File: src/rtl/inst_encode_loader.sv
// -----------------------------------------------------------------------------
// inst_encode_loader
//
// Write-side counterpart of the instruction decoder. Field sets arrive over a
// valid/ready handshake, are packed into 32-bit instruction words, buffered in a
// small FIFO and written to instruction memory at consecutive word addresses
// starting from a programmed base address.
//
// Handshake semantics (both sides): a transfer happens on a rising clock edge
// where the producer's valid and the consumer's ready are both 1. The producer
// holds its payload stable while valid=1 and ready=0. in_ready depends only on
// registered state (no combinational path from in_valid).
//
// Ports:
//   clk, reset      rising-edge clock, asynchronous active-high reset
//   start           begin a load session (sampled only in IDLE)
//   base_addr       first write byte address, bits [1:0] forced to 0
//   in_valid/ready  field-set handshake
//   in_class..imm   instruction fields
//   in_last         final instruction of the session
//   imem_wr_en      write request (FIFO non-empty while running)
//   imem_wr_ready   memory accepts the write this cycle
//   imem_addr       write byte address
//   imem_wr_data    encoded word (FIFO head)
//   busy            session in progress (state != IDLE)
//   done            one-cycle pulse when the session completes
//   err_illegal     sticky flag: an unsupported class was received
//   inst_count      words written this session
//   dbg_state       FSM state for observation
// -----------------------------------------------------------------------------
module inst_encode_loader #(
  parameter int INST_BIT_WIDTH = 32,
  parameter int ADDR_BIT_WIDTH = 32,
  parameter int FIFO_DEPTH     = 4
) (
  input  logic                      clk,
  input  logic                      reset,
  input  logic                      start,
  input  logic [ADDR_BIT_WIDTH-1:0] base_addr,
  input  logic                      in_valid,
  output logic                      in_ready,
  input  logic [3:0]                in_class,
  input  logic [3:0]                in_fn,
  input  logic [3:0]                in_rd,
  input  logic [3:0]                in_rs1,
  input  logic [3:0]                in_rs2,
  input  logic [15:0]               in_imm,
  input  logic                      in_last,
  output logic                      imem_wr_en,
  input  logic                      imem_wr_ready,
  output logic [ADDR_BIT_WIDTH-1:0] imem_addr,
  output logic [INST_BIT_WIDTH-1:0] imem_wr_data,
  output logic                      busy,
  output logic                      done,
  output logic                      err_illegal,
  output logic [15:0]               inst_count,
  output logic [1:0]                dbg_state
);

  localparam int PTR_W = (FIFO_DEPTH > 1) ? $clog2(FIFO_DEPTH) : 1;
  localparam int CNT_W = PTR_W + 1;

  // Primary opcode classes understood by the decoder.
  localparam logic [3:0] C_ALU  = 4'b0000;
  localparam logic [3:0] C_CMP  = 4'b0010;
  localparam logic [3:0] C_SW   = 4'b0101;
  localparam logic [3:0] C_BR   = 4'b0110;
  localparam logic [3:0] C_ALUI = 4'b1000;
  localparam logic [3:0] C_LW   = 4'b1001;
  localparam logic [3:0] C_CMPI = 4'b1010;
  localparam logic [3:0] C_JAL  = 4'b1011;

  typedef enum logic [1:0] {
    S_IDLE = 2'd0,
    S_RUN  = 2'd1,
    S_DONE = 2'd2
  } state_t;

  state_t state, state_next;

  // Session registers
  logic [ADDR_BIT_WIDTH-1:0] addr_q;
  logic [15:0]               count_q;
  logic                      err_q;
  logic                      last_seen;

  // FIFO storage and bookkeeping
  logic [INST_BIT_WIDTH-1:0] fifo_mem [FIFO_DEPTH];
  logic [PTR_W-1:0]          wr_ptr;
  logic [PTR_W-1:0]          rd_ptr;
  logic [CNT_W-1:0]          fifo_count;
  logic [CNT_W-1:0]          fifo_count_next;
  logic                      fifo_full;
  logic                      fifo_empty;

  // Encoder
  logic [INST_BIT_WIDTH-1:0] enc_word;
  logic                      enc_legal;

  // Handshake events
  logic accept;
  logic push;
  logic pop;

  // ---------------------------------------------------------------------------
  // Field packing. Unused fields of each format are dropped and the remaining
  // bits are zero, matching what the decoder expects for each class.
  // ---------------------------------------------------------------------------
  always_comb begin
    enc_word  = '0;
    enc_legal = 1'b1;
    case (in_class)
      C_ALU, C_CMP:   enc_word = {in_class, in_fn, in_rd, in_rs1, in_rs2, 12'h000};
      C_ALUI, C_CMPI: enc_word = {in_class, in_fn, in_rd, in_rs1, in_imm};
      C_BR:           enc_word = {in_class, in_fn, in_rs1, in_rs2, in_imm};
      C_LW, C_JAL:    enc_word = {in_class, 4'h0, in_rd, in_rs1, in_imm};
      C_SW:           enc_word = {in_class, 4'h0, in_rs1, in_rs2, in_imm};
      default:        enc_legal = 1'b0;
    endcase
  end

  // Fullness comes from the registered count only: a pop in the same cycle
  // does not make room for that cycle's push.
  assign fifo_full  = (fifo_count == CNT_W'(FIFO_DEPTH));
  assign fifo_empty = (fifo_count == '0);

  assign accept = in_valid && in_ready;
  // Illegal classes are consumed from the input side but never buffered.
  assign push   = accept && enc_legal;
  assign pop    = imem_wr_en && imem_wr_ready;

  always_comb begin
    fifo_count_next = fifo_count;
    if (push && !pop) begin
      fifo_count_next = fifo_count + CNT_W'(1);
    end else if (pop && !push) begin
      fifo_count_next = fifo_count - CNT_W'(1);
    end
  end

  // ---------------------------------------------------------------------------
  // FSM: state register
  // ---------------------------------------------------------------------------
  always_ff @(posedge clk or posedge reset) begin
    if (reset) begin
      state <= S_IDLE;
    end else begin
      state <= state_next;
    end
  end

  // ---------------------------------------------------------------------------
  // FSM: next state
  // The session ends once the last field set has been taken (this cycle or
  // earlier) and the buffer will be empty after this cycle's push/pop. This
  // also lets an illegal final instruction with nothing buffered reach DONE
  // on the very next cycle.
  // ---------------------------------------------------------------------------
  always_comb begin
    state_next = state;
    case (state)
      S_IDLE: begin
        if (start) state_next = S_RUN;
      end
      S_RUN: begin
        if ((last_seen || (accept && in_last)) && (fifo_count_next == '0)) begin
          state_next = S_DONE;
        end
      end
      S_DONE: begin
        state_next = S_IDLE;
      end
      default: begin
        state_next = S_IDLE;
      end
    endcase
  end

  // ---------------------------------------------------------------------------
  // FSM: outputs
  // ---------------------------------------------------------------------------
  always_comb begin
    in_ready   = 1'b0;
    imem_wr_en = 1'b0;
    busy       = 1'b0;
    done       = 1'b0;
    case (state)
      S_IDLE: begin
        busy = 1'b0;
      end
      S_RUN: begin
        in_ready   = !fifo_full && !last_seen;
        imem_wr_en = !fifo_empty;
        busy       = 1'b1;
      end
      S_DONE: begin
        busy = 1'b1;
        done = 1'b1;
      end
      default: begin
        busy = 1'b0;
      end
    endcase
  end

  assign dbg_state = state;

  // ---------------------------------------------------------------------------
  // Session registers: write address, word counter, sticky error, last flag.
  // Address and counter keep their values after the session until next start.
  // ---------------------------------------------------------------------------
  always_ff @(posedge clk or posedge reset) begin
    if (reset) begin
      addr_q    <= '0;
      count_q   <= '0;
      err_q     <= 1'b0;
      last_seen <= 1'b0;
    end else begin
      if (state == S_IDLE) begin
        if (start) begin
          addr_q    <= {base_addr[ADDR_BIT_WIDTH-1:2], 2'b00};
          count_q   <= '0;
          err_q     <= 1'b0;
          last_seen <= 1'b0;
        end
      end else if (state == S_RUN) begin
        if (accept && in_last) begin
          last_seen <= 1'b1;
        end
        if (accept && !enc_legal) begin
          err_q <= 1'b1;
        end
        if (pop) begin
          // Both wrap naturally at their register widths.
          addr_q  <= addr_q + ADDR_BIT_WIDTH'(4);
          count_q <= count_q + 16'd1;
        end
      end
    end
  end

  // ---------------------------------------------------------------------------
  // FIFO. Storage is cleared on reset so the head (and therefore imem_wr_data)
  // reads zero after reset. Pointers wrap because the depth is a power of two.
  // ---------------------------------------------------------------------------
  always_ff @(posedge clk or posedge reset) begin
    if (reset) begin
      for (int i = 0; i < FIFO_DEPTH; i++) begin
        fifo_mem[i] <= '0;
      end
      wr_ptr     <= '0;
      rd_ptr     <= '0;
      fifo_count <= '0;
    end else begin
      if (push) begin
        fifo_mem[wr_ptr] <= enc_word;
        wr_ptr           <= wr_ptr + PTR_W'(1);
      end
      if (pop) begin
        rd_ptr <= rd_ptr + PTR_W'(1);
      end
      fifo_count <= fifo_count_next;
    end
  end

  // The head only moves on a pop, so data and address stay put while a write
  // is stalled by imem_wr_ready=0.
  assign imem_wr_data = fifo_mem[rd_ptr];
  assign imem_addr    = addr_q;
  assign inst_count   = count_q;
  assign err_illegal  = err_q;

endmodule

File: config.mk
export PLATFORM = sky130hd
export DESIGN_NAME = inst_encode_loader
export DESIGN_NICKNAME = d
export VERILOG_FILES = /design/src/rtl/inst_encode_loader.sv
export SDC_FILE = /design/constraint.sdc
export NUM_CORES = 1
export LEC_CHECK = 0
export CAP_MARGIN = 10
export CORE_MARGIN = 2
export CORE_UTILIZATION = 55
export DETAILED_ROUTE_END_ITERATION = 10
export GPL_TIMING_DRIVEN = 0
export PLACE_DENSITY = 0.84
export SLEW_MARGIN = 20
export SYNTH_ARGS = -nofsm -noshare
export SYNTH_HDL_FRONTEND = slang
export SYNTH_SLANG_ARGS = --single-unit
File: constraint.sdc
create_clock -name clk -period 17.7 [get_ports clk]
set_input_delay 3.54 -clock clk [delete_from_list [all_inputs] [get_ports clk]]
set_output_delay 3.54 -clock clk [all_outputs]
set_load 0.05 [all_outputs]
==> out/qor.csv, run 1 <==
stage;metric;value;unit
status;outcome;complete, no violations;
global_route;global-route wire length before repair;38600;um
critical_path;WP buf/inv;3;
timing;Tmin final;6830;ps
route;WL final;23800;um
floorplan;Core Region;0.0158;mm2
placed_design;dpl cells;1265;
critical_path;CP Depth;4;
logic_synthesis;Gate Count Post-Synth;891;
min_path;hold depth;2;
critical_path;critical path arrival;3290;ps
critical_path;Top delay family on crit path;buffers and inverters;
timing;Tcrit/Tclk final;38.6;%
cells_and_area;FILL cells;1130;
route;Pre-antenna DRT Iters;6;
logic_synthesis;ys flop type;dfrtp_1;
clocking;CTS Buffer Depth;2;
cells_and_area;antenna fix cells;0;
floorplan;Initial Util;56.0;%
logic_synthesis;Synth Register Bits;185;
floorplan;num rows;46;
route;Vias/cell;5.94;
cells_and_area;fin nets;1155;
cells_and_area;Multi-input gate area;0.00398;mm2
route;routed len/inst;18.4;um
cells_and_area;share of layout cells above drive strength 1;7.22;%
timing;final max-slew violation count;0;
critical_path;Critical Path Slowest Stage Cell;buf_1;
route;Iter 0 DRT Violations;557;
clocking;Worst-path clk slew;60;ps
timing;# setup viols final;0;
route;Remaining DRCs;0;
floorplan;Die Y;131;um
min_path;Hold Path Class;register to register;
logic_synthesis;Commonest cells post-synth;dfrtp_1 (185), nand2_1 (185), o21ai_0 (151), nor2_1 (47), clkbuf_1 (42);
clocking;setup bufs post-CTS;0;
floorplan;Die X;131;um
global_route;vias in the first global route;7707;
logic_synthesis;mapped cell area;0.00887;mm2
logic_synthesis;Synth async-reset ratio;100;%
cells_and_area;flip-flop and latch area;0.00463;mm2
logic_synthesis;fraction of the yosys area taken by sequential cells;52.2;%
timing;Final Hold Fails;0;
timing;RSZ-0062 raised after global routing;no;
logic_synthesis;number of flops mapped to enable cells by yosys;0;
logic_synthesis;yosys warns;0;
logic_synthesis;share of the synthesized area in the top cell type;52.2;%
clocking;H-tree depth;4;
critical_path;Cell Chain, Critical Path;clkbuf_1 > buf_1 > mux4_2 > clkdlybuf4s50_1;
logic_synthesis;Synth cell types;58;
global_route;grt ovf;0;
clocking;hold buffers post-CTS;0;
clocking;CTS buffer count;17;
power;Lkg Pwr;0.00478;uW
clocking;cts repair resizes;0;
route;Via Count;7704;
placed_design;GPL Wtd Cong;0.913;
critical_path;Crit Path Max Fanout;10;
clocking;CTS tree;built;
critical_path;CP max stage delay;750;ps
timing;Slew @ Worst Pin;918;ps
critical_path;critical path required time;14160;ps
logic_synthesis;Syn Area/Cell;9.96;um2
run;MaxCap Viol Count;0;
timing;TNS Setup;0;ps
critical_path;crit path kind;register to output port;
critical_path;Critical Path End Type;output port;
clocking;clk_lat worst skew;430;ps
critical_path;r2r worst-path depth;10;
timing;Worst Skew;11.1;ps
route;antenna violation net count after detailed routing;0;
floorplan;# IOs;161;
cells_and_area;Non-Filler Instances;1297;
global_route;gr usage total;29.3;%
placed_design;DP HPWL;16600;um
clocking;root buf cell;clkbuf_16;
cells_and_area;P&R area growth vs syn;27.4;%
timing;Slew HR;38.8;%
global_route;initial antenna violation count;0;
critical_path;Setup crit start kind;register;
floorplan;Die Area;0.0172;mm2
placed_design;# port buffers;156;
logic_synthesis;cell taking the most area after synthesis;dfrtp_1;
logic_synthesis;most area-consuming cells after synthesis;dfrtp_1 (52%), o21ai_0 (8.5%), mux4_2 (8.1%), nand2_1 (7.8%), a21oi_1 (2.3%);
global_route;largest net degree at the start of global routing;105;
power;VDD IR max;112;uV
clocking;clock sinks;185;
timing;fmax;146;MHz
power;Power Dens Cells;177;mW/mm2
## state kept, by name, summed over array words and instances, names as in the netlist
signal / count
fifo_mem: 128
imem_addr: 30
inst_count: 16
fifo_count: 3
dbg_state: 2
rd_ptr: 2
wr_ptr: 2
err_illegal: 1
last_seen: 1
## area by class of cell
| type | instances | area share (%) |
|---|---|---|
| well taps | 216 | 2.39 |
| clock inverters | 10 | 0.819 |
| clock buffers | 22 | 4.11 |
| multi-input cells | 639 | 35.2 |
| plain buffers | 55 | 1.96 |
| repair buffers | 157 | 14.1 |
| flip-flops and latches | 185 | 41.0 |
| inverters | 13 | 0.498 |
## worst register-to-register path, delay by kind of cell, from the launching register on
kind / cells / cell delay [ps]
and+or+nand+nor: 5 / 1270
AOI/OAI and AO/OA: 2 / 440
DFF: 1 / 420
buffers and inverters: 2 / 350
adders and majority gates: 1 / 160
## report_power, final
part	internal (uW)	switching (uW)	total, uW
clock network	202	164	366
logic	348	597	945
registers	571	112	684
total	1120	874	1990
## per-layer routing
metal,up-vias,part of all wire [%],GRT usage (%)
li1,3507,-,-
met4,0,2.3,11.4
met1,3792,41,38.1
met2,363,50,48.9
met5,-,0,0
met3,42,7.2,5.99
## metrics by stage
stage          utilization (%)  hold slack, ps  power, uW  setup slack, ps  cell area (um2)
2_1_floorplan                -             445       1330             9130             8870
3_3_place_gp              67.6             457       1600             6740            10700
4_1_cts                   71.4             481       2000            10840            11300
5_1_grt                   71.4             500       2110            10680            11300
6_report                  71.4             480       1990            10870            11300
3_5_place_dp              67.9             466       1630            11300            10700
## worst paths after layout
kind	end	start	slack [ps]
min reg2reg	fifo_mem[14]	fifo_mem[14]	480
max	imem_wr_data[20]	rd_ptr[0]	10870
min	fifo_mem[14]	fifo_mem[14]	480
max reg2reg	dbg_state[0]	fifo_count[0]	14940
min in group asynchronous	imem_addr[5]	reset	3660
max in group asynchronous	fifo_mem[22]	reset	13190
## layout by cell type (no fill, tap or decap), drive strengths merged, types with 3 or more instances in the layout
cell	instances
a211oi	3
a21oi	40
a22oi	10
a311oi	3
a31oi	5
a32oi	5
and2	3
and3	10
and4	3
buf	14
clkbuf	64
clkdlybuf4s50	156
clkinv	6
dfrtp	185
ha	13
inv	15
mux2i	11
mux4	32
nand2	185
nand2b	4
nand3	14
nand3b	3
nand4	13
nor2	48
nor2b	5
nor3	5
o211ai	3
o21ai	151
o22ai	8
or2	3
or3	6
xnor2	8
xor2	17
## kinds of logic after synthesis
logic type                 Yosys count  synth area share [%]
AOI/OAI and AO/OA                  244                  15.4
xor gates and xnor gates            25                  2.47
adders and majority gates           13                  1.83
buffers and inverters               68                  3.05
DFF                                185                  52.2
muxes                               44                  9.49
other                                1                0.0423
and+or+nand+nor                    311                  15.5
Power figures use the tool's default switching activity.
==> run 2, diff against run 1 <==
--- a/config.mk
+++ b/config.mk
@@ -7,10 +7,10 @@
 export LEC_CHECK = 0
 export CAP_MARGIN = 10
 export CORE_MARGIN = 2
-export CORE_UTILIZATION = 55
+export CORE_UTILIZATION = 48
 export DETAILED_ROUTE_END_ITERATION = 10
 export GPL_TIMING_DRIVEN = 0
-export PLACE_DENSITY = 0.84
+export PLACE_DENSITY = 0.78
 export SLEW_MARGIN = 20
 export SYNTH_ARGS = -nofsm -noshare
 export SYNTH_HDL_FRONTEND = slang
==> constraint.sdc (replaced) <==
create_clock -name clk -period 6.2 [get_ports clk]
set_input_delay 1.24 -clock clk [delete_from_list [all_inputs] [get_ports clk]]
set_output_delay 1.24 -clock clk [all_outputs]
set_load 0.05 [all_outputs]
==> out/qor.csv, run 2 (synthesis results as in run 1) <==
stage;metric;value;unit;change
critical_path;r2r worst-path depth;10;;unchanged
critical_path;CP max stage delay;770;ps;+20 ps
critical_path;WP buf/inv;3;;unchanged
critical_path;critical path arrival;3300;ps;about the same
power;Lkg Pwr;0.00484;uW;+1.3%
clocking;Worst-path clk slew;70;ps;about the same
clocking;root buf cell;clkbuf_16;;
floorplan;Core Region;0.0180;mm2;+14%
critical_path;crit path kind;register to output port;;
min_path;Hold Path Class;register to register;;
run;MaxCap Viol Count;0;;unchanged
floorplan;Initial Util;49.2;%;-6.8 points
timing;Slew HR;37.3;%;-1.5 points
clocking;cts repair resizes;0;;unchanged
cells_and_area;P&R area growth vs syn;29.4;%;
placed_design;# port buffers;156;;unchanged
critical_path;Top delay family on crit path;buffers and inverters;;
floorplan;num rows;49;;+6.5%
clocking;CTS buffer count;17;;unchanged
route;Iter 0 DRT Violations;507;;-9.0%
clocking;clock sinks;185;;unchanged
cells_and_area;most frequent cells in the layout;nand2_1 (185), dfrtp_1 (185), clkdlybuf4s50_1 (156);;
floorplan;Die X;140;um;+6.8%
power;Power Dens Cells;503;mW/mm2;+190%
global_route;grt ovf;0;;unchanged
timing;fmax;220;MHz;
clocking;H-tree depth;4;;unchanged
critical_path;r2r startpoint;dbg_state[1];;
route;routed len/inst;19.0;um;+3.3%
status;outcome;complete, no violations;;
clocking;clk_lat worst skew;450;ps;+20 ps
min_path;Worst Min Path Start;fifo_mem[113];;
cells_and_area;Reg with most FFs;fifo_mem;;
cells_and_area;FILL cells;1485;;+31%
timing;Tmin final;4540;ps;
clocking;CTS Buffer Depth;2;;unchanged
floorplan;# IOs;161;;unchanged
critical_path;Critical Path Slowest Stage Cell;buf_1;;
clocking;setup bufs post-CTS;0;;unchanged
critical_path;Cell Chain, Critical Path;clkbuf_1 > buf_1 > mux4_2 > clkdlybuf4s50_1;;
min_path;Hold EP;fifo_mem[113];;
min_path;hold depth;2;;unchanged
critical_path;Setup crit start kind;register;;
timing;final max-slew violation count;0;;unchanged
route;antenna violation net count after detailed routing;0;;unchanged
timing;Worst Skew;16.3;ps;+5.20 ps
route;Pre-antenna DRT Iters;5;;-1
cells_and_area;share of layout cells above drive strength 1;8.00;%;+0.79 points
global_route;initial antenna violation count;0;;unchanged
power;VDD IR max;389;uV;+250%
cells_and_area;fin nets;1161;;+0.52%
placed_design;DP Area;0.0109;mm2;+1.4%
timing;Tcrit/Tclk final;73.3;%;
critical_path;Crit Path Max Fanout;10;;unchanged
timing;TNS Setup;0;ps;unchanged
route;Via Count;7717;;+0.17%
floorplan;Die Y;140;um;+6.8%
placed_design;GPL Wtd Cong;0.897;;-1.7%
cells_and_area;Largest register FFs;128;;unchanged
cells_and_area;Multi-input gate area;0.00398;mm2;unchanged
global_route;largest net degree at the start of global routing;33;;-69%
critical_path;critical path required time;4960;ps;-9200 ps
route;Remaining DRCs;0;;unchanged
cells_and_area;Final Cell Area;0.0115;mm2;+1.6%
timing;Final Hold Fails;0;;unchanged
timing;RSZ-0062 raised after global routing;no;;
clocking;hold buffers post-CTS;0;;unchanged
critical_path;R2R Setup Slk;3340;ps;-11600 ps
timing;# setup viols final;0;;unchanged
global_route;gr usage total;26.0;%;-3.3 points
cells_and_area;antenna fix cells;0;;unchanged
critical_path;FF-to-FF End;imem_addr[30];;
clocking;CTS tree;built;;
route;Vias/cell;5.86;;-1.3%
global_route;global-route wire length before repair;39900;um;+3.3%
critical_path;Critical Path End Type;output port;;
floorplan;Die Area;0.0196;mm2;+14%
cells_and_area;flip-flop and latch area;0.00463;mm2;unchanged
placed_design;DP HPWL;17500;um;+5.6%
route;WL final;25000;um;+4.9%
global_route;vias in the first global route;7675;;-0.42%
timing;Slew @ Worst Pin;941;ps;+22.2 ps
[run 2: cell types whose count changed in the layout (fill, tap and decap cells not counted)]
cell and change:
clkinvlp_4 +3, clkinv_2 -3, clkbuf_1 -3, buf_16 +2, buf_12 +4, inv_6 +2, inv_8 +1
[run 2: per-layer routing]
metal	share of wire (%)	GRT usage (%)	wire, um	up-vias
li1	-	-	-	3529
met1	40	34.5	10000	3769
met2	49	43.2	12300	379
met3	8.8	5.85	2190	40
met4	1.9	8.21	473	0
met5	0	0	0	-
[run 2: per-stage QoR]
stage	hold WS, ps	total power, uW	util (%)	worst slack [ps]	cells
2_1_floorplan	445	3780	-	2580	892
6_report	478	5770	63.7	1660	1316
5_1_grt	504	6070	63.7	1460	1316
3_5_place_dp	467	4680	60.4	2040	1284
3_3_place_gp	456	4600	59.5	1060	1277
4_1_cts	482	5780	63.7	1560	1316
[run 2: final cells by class]
cell class	instances	area share [%]
Sequential cell	185	40.3
Inverter	13	0.458
Timing Repair Buffer	163	15.0
Clock buffer	19	3.95
Buffer	55	1.93
Clock inverter	13	1.16
Tap cell	229	2.50
Multi-Input combinational cell	639	34.6
[run 2: report_power, final]
part	leakage (uW)	internal [uW]	total (uW)	switching, uW
Combinational	0.00212	1000	2720	1720
Sequential	0.00245	1630	1960	333
Clock	0.000281	586	1090	507
[run 2: tightest hold or removal path: cells and delay by family (launching register included)]
kind,cells,cell delay (ps)
and+or+nand+nor,1,40
AOI/OAI and AO/OA,1,60
DFF,1,340
[run 2: worst max path at each step]
stage,slack (ps),from,to,depth (start not counted)
floorplan,2580,reset,dbg_state[0],1
global placement,1060,reset,fifo_mem[113],2
detailed placement,2040,rd_ptr[0],imem_wr_data[19],4
CTS,1560,rd_ptr[0],imem_wr_data[19],4
global route,1460,rd_ptr[0],imem_wr_data[19],4
finish,1660,rd_ptr[0],imem_wr_data[19],4
==> run 3, diff against run 2 <==
==> constraint.sdc (replaced) <==
create_clock -name clk -period 3.7 [get_ports clk]
set_input_delay 0.74 -clock clk [delete_from_list [all_inputs] [get_ports clk]]
set_output_delay 0.74 -clock clk [all_outputs]
set_load 0.05 [all_outputs]
==> out/qor.csv, run 3 (synthesis results as in run 1) <==
stage;metric;value;unit;change
min_path;Hold Path Class;register to register;;
timing;final max-slew violation count;0;;unchanged
clocking;CTS tree;built;;
global_route;initial antenna violation count;0;;unchanged
critical_path;critical path arrival;2850;ps;-450 ps
timing;Hold Slack;478;ps;+0.00100 ps
floorplan;# IOs;161;;unchanged
placed_design;# port buffers;156;;unchanged
timing;fmax;279;MHz;
critical_path;FF-to-FF End;imem_addr[30];;
timing;Slew HR;52.2;%;+15 points
floorplan;num rows;49;;unchanged
floorplan;Die X;140;um;unchanged
timing;Final Hold Fails;0;;unchanged
floorplan;Die Area;0.0196;mm2;unchanged
route;antenna violation net count after detailed routing;0;;unchanged
critical_path;Crit Path Max Fanout;10;;unchanged
timing;RSZ-0062 raised after global routing;no;;
clocking;root buf cell;clkbuf_16;;
clocking;hold buffers post-CTS;0;;unchanged
clocking;clock sinks;185;;unchanged
placed_design;GPL Wtd Cong;0.897;;unchanged
clocking;clk_lat worst skew;440;ps;about the same
route;Remaining DRCs;0;;unchanged
cells_and_area;Largest register FFs;128;;unchanged
critical_path;r2r worst-path depth;10;;unchanged
status;outcome;complete, no violations;;
cells_and_area;share of layout cells above drive strength 1;8.29;%;+0.28 points
timing;Slew @ Worst Pin;718;ps;-223 ps
global_route;vias in the first global route;7665;;-0.13%
floorplan;Initial Util;49.2;%;unchanged
critical_path;worst setup path startpoint;rd_ptr[1];;
route;Iter 0 DRT Violations;503;;-0.79%
route;routed len/inst;19.0;um;about the same
global_route;global-route wire length before repair;39900;um;about the same
global_route;gr usage total;26.0;%;about the same
critical_path;critical path required time;2960;ps;-2000 ps
clocking;CTS Buffer Depth;2;;unchanged
timing;Worst Skew;14.8;ps;-1.56 ps
route;Vias/cell;5.87;;+0.11%
min_path;hold depth;2;;unchanged
timing;Tmin final;3590;ps;
power;Power Dens Cells;842;mW/mm2;+67%
critical_path;R2R Setup Slk;830;ps;-2510 ps
route;Pre-antenna DRT Iters;5;;unchanged
cells_and_area;most frequent cells in the layout;nand2_1 (185), dfrtp_1 (185), clkdlybuf4s50_1 (156);;
timing;# setup viols final;0;;unchanged
critical_path;Critical Path End Type;output port;;
cells_and_area;antenna fix cells;0;;unchanged
cells_and_area;P&R area growth vs syn;29.4;%;about the same
global_route;largest net degree at the start of global routing;33;;unchanged
global_route;grt ovf;0;;unchanged
critical_path;Setup crit start kind;register;;
floorplan;Core Region;0.0180;mm2;unchanged
cells_and_area;Final Cell Area;0.0115;mm2;about the same
placed_design;DP HPWL;17500;um;unchanged
cells_and_area;fin nets;1160;;-0.086%
placed_design;DP Area;0.0109;mm2;unchanged
clocking;CTS buffer count;17;;unchanged
clocking;H-tree depth;4;;unchanged
power;VDD IR max;651;uV;+67%
critical_path;worst setup path end;imem_wr_data[28];;
critical_path;r2r startpoint;dbg_state[1];;
cells_and_area;FILL cells;1482;;-0.20%
route;WL final;25000;um;about the same
route;Via Count;7720;;+0.039%
cells_and_area;Reg with most FFs;fifo_mem;;
power;Lkg Pwr;0.00485;uW;+0.17%
run;MaxCap Viol Count;0;;unchanged
floorplan;Die Y;140;um;unchanged
critical_path;crit path kind;register to output port;;
timing;Tcrit/Tclk final;97.0;%;
clocking;Worst-path clk slew;70;ps;about the same
run 3: changes by cell type in the layout (fill, tap and decap cells not counted):
cell and change:
buf_2 +2, buf_1 -3, clkdlybuf4s18_2 +1, clkbuf_1 -1
run 3: where the power goes:
part / switching (uW) / internal, uW / leakage [uW] / total [uW]
clock network: 844 / 982 / 0.000281 / 1830
registers: 579 / 2730 / 0.00245 / 3310
logic: 2850 / 1680 / 0.00212 / 4530
run 3: timing repair:
item                                    4_1_cts  5_1_grt
endpoints found under the setup margin       28        0
gates resized for setup                       8        0
buffers inserted                              0        0
run 3: cell type report:
type / count / area, um2 / share of cell area (%)
clock buffer: 19 / 453 / 3.95
multi-input combinational: 639 / 3980 / 34.6
buffer: 54 / 226 / 1.97
clock inverter: 13 / 133 / 1.16
inverter: 13 / 52.6 / 0.458
timing repair buffer: 163 / 1720 / 15.0
tap: 229 / 287 / 2.50
sequential: 185 / 4630 / 40.3
run 3: how the worst min path moves through the flow:
stage	from	end	slack, ps
after global routing	fifo_mem[118]	fifo_mem[118]	500
after detailed placement	fifo_mem[15]	fifo_mem[15]	470
after CTS	fifo_mem[15]	fifo_mem[15]	480
after global placement	fifo_mem[51]	fifo_mem[51]	460
final	fifo_mem[113]	fifo_mem[113]	480
after floorplan	fifo_mem[32]	fifo_mem[32]	440
run 3: critical path, stage by stage (launching register included):
cell	delay (ps)
dfrtp_1	320
clkbuf_1	310
clkbuf_1	570
mux4_2	380
clkdlybuf4s50_1	820
run 3: metrics by stage:
stage	setup WS (ps)	util [%]	total power (uW)	TNS [ps]	std cells
CTS	72.0	63.7	9690	0	1315
floorplan	581	-	6340	0	892
global placement	-938	59.5	7700	-171290	1277
finish	110	63.7	9670	0	1315
detailed placement	37.8	60.4	7840	0	1284
global route	12.5	63.7	10200	0	1315
run 3: routing by layer:
metal / wire (um) / global-route usage (%) / share of wire (%) / vias to the layer above
li1: - / - / - / 3522
met1: 10100 / 34.5 / 40 / 3807
met2: 12300 / 43.1 / 49 / 352
met3: 2130 / 5.85 / 8.5 / 39
met4: 473 / 8.16 / 1.9 / 0
met5: 0 / 0 / 0 / -
